<file path="config.mk">
export PLATFORM = sky130hd
export DESIGN_NAME = piso_bidi_tx
export DESIGN_NICKNAME = d
export VERILOG_FILES = /design/src/rtl/piso_bidi_tx.sv
export SDC_FILE = /design/constraint.sdc
export NUM_CORES = 1
export LEC_CHECK = 0
export BUFFER_PORTS_ARGS = -buffer_cell sky130_fd_sc_hd__buf_2
export CORE_AREA = 2 2 39 41
export DETAILED_ROUTE_END_ITERATION = 7
export DIE_AREA = 0 0 41 43
export GPL_ROUTABILITY_DRIVEN = 1
export GPL_TIMING_DRIVEN = 0
export PLACE_DENSITY = 0.68
export SETUP_SLACK_MARGIN = 0.5
export SYNTH_ARGS = -nofsm -noshare
export SYNTH_HDL_FRONTEND = slang
export SYNTH_SLANG_ARGS = --single-unit
</file>
<file path="constraint.sdc">
create_clock -name clk -period 1.15 [get_ports clk]
set_input_delay 0.0575 -clock clk [delete_from_list [all_inputs] [get_ports clk]]
set_output_delay 0.0575 -clock clk [all_outputs]
set_load 0.01 [all_outputs]
</file>
<file path="src/rtl/piso_bidi_tx.sv">
// -----------------------------------------------------------------------------
// piso_bidi_tx
// Parallel-in serial-out transmitter with selectable shift direction.
// A WIDTH-bit word is captured on a one-cycle load strobe and shifted out one
// bit per clock, MSB-first (I_D=1) or LSB-first (I_D=0).
//
// Ports:
//   clk     : system clock, rising-edge active
//   rst     : asynchronous reset, active-low
//   load    : start-frame strobe, honoured only while idle
//   Data_in : parallel word to transmit (sampled on the accepting edge only)
//   I_D     : direction, 1 = MSB-first, 0 = LSB-first (sampled with Data_in)
//   Salida  : serial data out, registered; qualify with valid
//   valid   : high while Salida carries a frame bit
//   busy    : high while a frame is in progress
//   done    : one-cycle pulse in the cycle the last bit is on Salida
// -----------------------------------------------------------------------------
module piso_bidi_tx #(
    parameter int WIDTH = 4
) (
    input  logic             clk,
    input  logic             rst,
    input  logic             load,
    input  logic [WIDTH-1:0] Data_in,
    input  logic             I_D,
    output logic             Salida,
    output logic             valid,
    output logic             busy,
    output logic             done
);

    localparam int               CNT_W    = $clog2(WIDTH);
    localparam logic [CNT_W-1:0] CNT_LAST = CNT_W'(WIDTH - 1);
    localparam logic [CNT_W-1:0] CNT_ZERO = {CNT_W{1'b0}};
    localparam logic [CNT_W-1:0] CNT_ONE  = CNT_W'(1);

    typedef enum logic [0:0] {
        IDLE  = 1'b0,
        SHIFT = 1'b1
    } state_t;

    state_t           state_r, state_s;
    logic [WIDTH-1:0] shreg_r, shreg_s;
    logic             dir_r, dir_s;
    logic [CNT_W-1:0] cnt_r, cnt_s;
    logic             salida_r, salida_s;
    logic             valid_r, valid_s;
    logic             busy_r, busy_s;
    logic             done_r, done_s;

    // Bit that leaves the register this cycle for the given direction.
    function automatic logic out_bit(input logic [WIDTH-1:0] word, input logic dir);
        out_bit = dir ? word[WIDTH-1] : word[0];
    endfunction

    // Register contents after one shift, zero-filled on the vacated end.
    function automatic logic [WIDTH-1:0] shifted(input logic [WIDTH-1:0] word,
                                                 input logic dir);
        shifted = dir ? {word[WIDTH-2:0], 1'b0} : {1'b0, word[WIDTH-1:1]};
    endfunction

    // Next-state and next-output logic; every register holds unless updated.
    always_comb begin
        state_s  = state_r;
        shreg_s  = shreg_r;
        dir_s    = dir_r;
        cnt_s    = cnt_r;
        salida_s = salida_r;
        valid_s  = valid_r;
        busy_s   = busy_r;
        done_s   = done_r;
        case (state_r)
            IDLE: begin
                // Salida deliberately holds its last value while idle.
                valid_s = 1'b0;
                done_s  = 1'b0;
                if (load) begin
                    shreg_s = Data_in;
                    dir_s   = I_D;
                    cnt_s   = CNT_ZERO;
                    busy_s  = 1'b1;
                    state_s = SHIFT;
                end else begin
                    busy_s  = 1'b0;
                    state_s = IDLE;
                end
            end
            SHIFT: begin
                // load is ignored here, including on the last-bit edge.
                salida_s = out_bit(shreg_r, dir_r);
                shreg_s  = shifted(shreg_r, dir_r);
                valid_s  = 1'b1;
                if (cnt_r == CNT_LAST) begin
                    cnt_s   = CNT_ZERO;
                    busy_s  = 1'b0;
                    done_s  = 1'b1;
                    state_s = IDLE;
                end else begin
                    cnt_s   = cnt_r + CNT_ONE;
                    busy_s  = 1'b1;
                    done_s  = 1'b0;
                    state_s = SHIFT;
                end
            end
            default: begin
                // Unreachable encoding: drop back to a quiet idle.
                state_s  = IDLE;
                shreg_s  = {WIDTH{1'b0}};
                dir_s    = 1'b0;
                cnt_s    = CNT_ZERO;
                salida_s = 1'b0;
                valid_s  = 1'b0;
                busy_s   = 1'b0;
                done_s   = 1'b0;
            end
        endcase
    end

    // State and datapath registers; reset aborts any frame without a done pulse.
    always_ff @(posedge clk or negedge rst) begin
        if (!rst) begin
            state_r  <= IDLE;
            shreg_r  <= {WIDTH{1'b0}};
            dir_r    <= 1'b0;
            cnt_r    <= CNT_ZERO;
            salida_r <= 1'b0;
            valid_r  <= 1'b0;
            busy_r   <= 1'b0;
            done_r   <= 1'b0;
        end else begin
            state_r  <= state_s;
            shreg_r  <= shreg_s;
            dir_r    <= dir_s;
            cnt_r    <= cnt_s;
            salida_r <= salida_s;
            valid_r  <= valid_s;
            busy_r   <= busy_s;
            done_r   <= done_s;
        end
    end

    assign Salida = salida_r;
    assign valid  = valid_r;
    assign busy   = busy_r;
    assign done   = done_r;

endmodule

</file>
==> impl_results.md <==
- Status: complete, no violations
- Total congestion overflow: 0
- Wire per inst: 12.2 um
- Worst-Skew Late Latency: 0.26 ns
- Detailed router's first-iteration violation count: 7
- Worst Setup Path Type: register to register
- Die width: 41 um
- Initial Util: between 30% and 40%
- Area leader, netlist: dfrtp_1
- Top-area cell type share of the netlist area: 53.5%
- Max IR drop VDD: 1.06 mV
- Antenna diodes: 0
- Fmax: 1.00 GHz
- Highest Signal Layer: met4
- Largest cells by area after synthesis: dfrtp_1 54%, mux2i_1 18%, buf_6 4.4%
- Syn Area/Cell: 12.9 sq um
- Htree depth: 1
- Final Max Tran Viols: 0
- Most frequent cell after synthesis: dfrtp_1
- Setup crit end kind: register
- Max_cap viols: 0
- Die area: between 1500 and 2000 sq um
- Top Ports: 12
- Initial DRT Pass Iterations: 6
- Cells after Synth: 40
- Antenna-violating nets left: 0
- Routed WL: slightly above 900 um
- Clock root cell: clkbuf_4
- Ys Warns: 0
- Layout Cells excl Fill: 74
- CTS Sinks: 11
- Hold Startpoint: I_D
- Fin Hold WS: approximately 0.026 ns
- Initial antenna violation count: 0
- DIE HEIGHT: around 43 um
- Slew margin rel.: between 80 and 90%
- Final setup vio count: 0
- Core area: 1380 sq um
- Via/cell ratio: 4.88
- Startpoint types: register
- First-pass GRT wire length: 1520 um
- Hold crit path type: input port to register
- Flip-flop and latch count after synthesis: 11
- Largest net degree at the start of global routing: 12
- Routed wl met3: 50 um
- Share of cells above drive strength 1: 41.4%
- P&R area growth vs syn: 28.0%
- Met2 WL: roughly 420 um
- Post-Place Setup Slack: 0.145 ns
- Global Route Usage Sum: 13.2%
- Main synth FF type: dfrtp_1
- Post-synthesis cell type count: 17
- Final HPWL from detailed placement: 657 um
- Nets: 68
- RSZ-0062 raised after global routing: true
- TNS Setup: 0 ns
- Worst path slowest cell: dfrtp_2
- Min cycle time layout: 0.998 ns
- Required @ worst endpoint: 1.30 ns
- Mapped Nets: 49
- Max Clock Skew: about 0.00079 ns
- Vias in the first global route: 356
- Placer Congestion: 0.710
- Cell Area, Synth: ~510 sq um
- Final Hold Fails: 0
- Synth cell count leaders: 11 x dfrtp_1, 9 x mux2i_1, 3 x o21ai_0
- Cells after DPL: 66
- Post-synth EDFFs: 0
- Critical path startpoint: busy
- Maximum clock path buffer count: 2
- Slew of the pin with the lowest slew margin: 0.239 ns
- Worst r2r src: busy
- Final WS setup: 0.152 ns
- Power density cells: 2560 nW/um^2
- Met1 wire length: between 400 and 500 um
- CTS tree: yes
- Utilization after layout: 47.6%
- Share of flip-flops with an asynchronous set or reset: 100%
- Via count: 361
- Final Cycle Share: between 80 and 90%
- CTS buffer count: 3
- Clock-pin slew on the worst setup and hold paths: 0.07 ns
- Critical Path, Cell by Cell: nor2b_4, mux2_4
- Sequential share of the synthesized area: 53.5%
- Port-buffer cells: 10
- DR DRC count: 0
- CP Max Fanout: 7
- CP Data Arrival Time: 1.15 ns
- Row count: 14
- Leak: 0.338 nW
- Largest stage delay, worst path: 0.46 ns
-- layer usage --
metal  global-route usage [%]  vias to the layer above
li1                         -                      173
met1                     18.0                      168
met2                     17.2                       18
met3                     3.14                        2
met4                     10.0                        0
met5                        0                        -
-- cell families (layout without fill, tap and decap cells) --
family | Yosys count | after routing | share of synthesized area, %
compound gates | 6 | 6 | 6.81
mux | 10 | 10 | 20.4
fa+ha+maj | 1 | 1 | 2.43
flops | 11 | 11 | 53.5
simple gates | 8 | 8 | 10.2
buf+inv | 4 | 22 | 6.57
-- layout by cell type (no fill, tap or decap), types with 2 or more instances in the layout --
cell type	netlist	final
o21ai_1	0	2
nand2b_1	2	2
buf_6	2	4
mux2i_1	9	9
buf_2	0	10
clkbuf_4	0	3
buf_4	1	2
dfrtp_1	11	10
nor2_1	2	2
-- worst paths after layout --
kind | slack, ns | to | cells past startpoint
worst max-delay path | 0.15 | dir_r | 2
worst min-delay path | 0.03 | dir_r | 2
worst max register to register | 0.15 | dir_r | 2
worst min register to register | 0.50 | valid | 0
max in group asynchronous | 0.76 | busy | 2
min in group asynchronous | 0.18 | valid | 2
-- area by class of cell --
| type | instances | area, sq um |
|---|---|---|
| multi-input combinational | 25 | 210 |
| inverter | 1 | 3.75 |
| fill | 129 | 726 |
| clock buffer | 3 | 22.5 |
| sequential | 11 | 277 |
| clock inverter | 1 | 5.00 |
| buffer | 3 | 33.8 |
| timing repair buffer | 14 | 86.3 |
| tap | 16 | 20.0 |
-- where the power goes --
part	internal [mW]	switching [mW]
clock	0.129	0.133
sequential	0.566	0.134
combinational	0.421	0.305
-- registers in the layout, summed over array words and instances (netlist names) --
name and flops:
valid 1, done 1, cnt_r 2, busy 1, Salida 1, shreg_r 4, dir_r 1
-- what timing repair did --
item | in CTS | in global routing
resized for setup | 2 | 0
hold endpoints to repair | 11 | 0
setup buffers | 3 | 0
endpoints found under the setup margin | 14 | 14
hold buffers | 1 | 0
-- worst max-delay path, delay by kind of cell, from the launching register on --
kind | cells | cell delay (ns)
flops | 1 | 0.46
mux | 1 | 0.30
simple gates | 1 | 0.12
-- per-stage QoR --
| stage | total power [mW] | instance area, sq um |
|---|---|---|
| after detailed placement | 1.33 | 591 |
| after floorplan | 1.16 | 520 |
| after global routing | 1.82 | 658 |
| final | 1.69 | 658 |
| after global placement | 1.31 | 591 |
| after CTS | 1.70 | 658 |
Power figures use the tool's default switching activity.
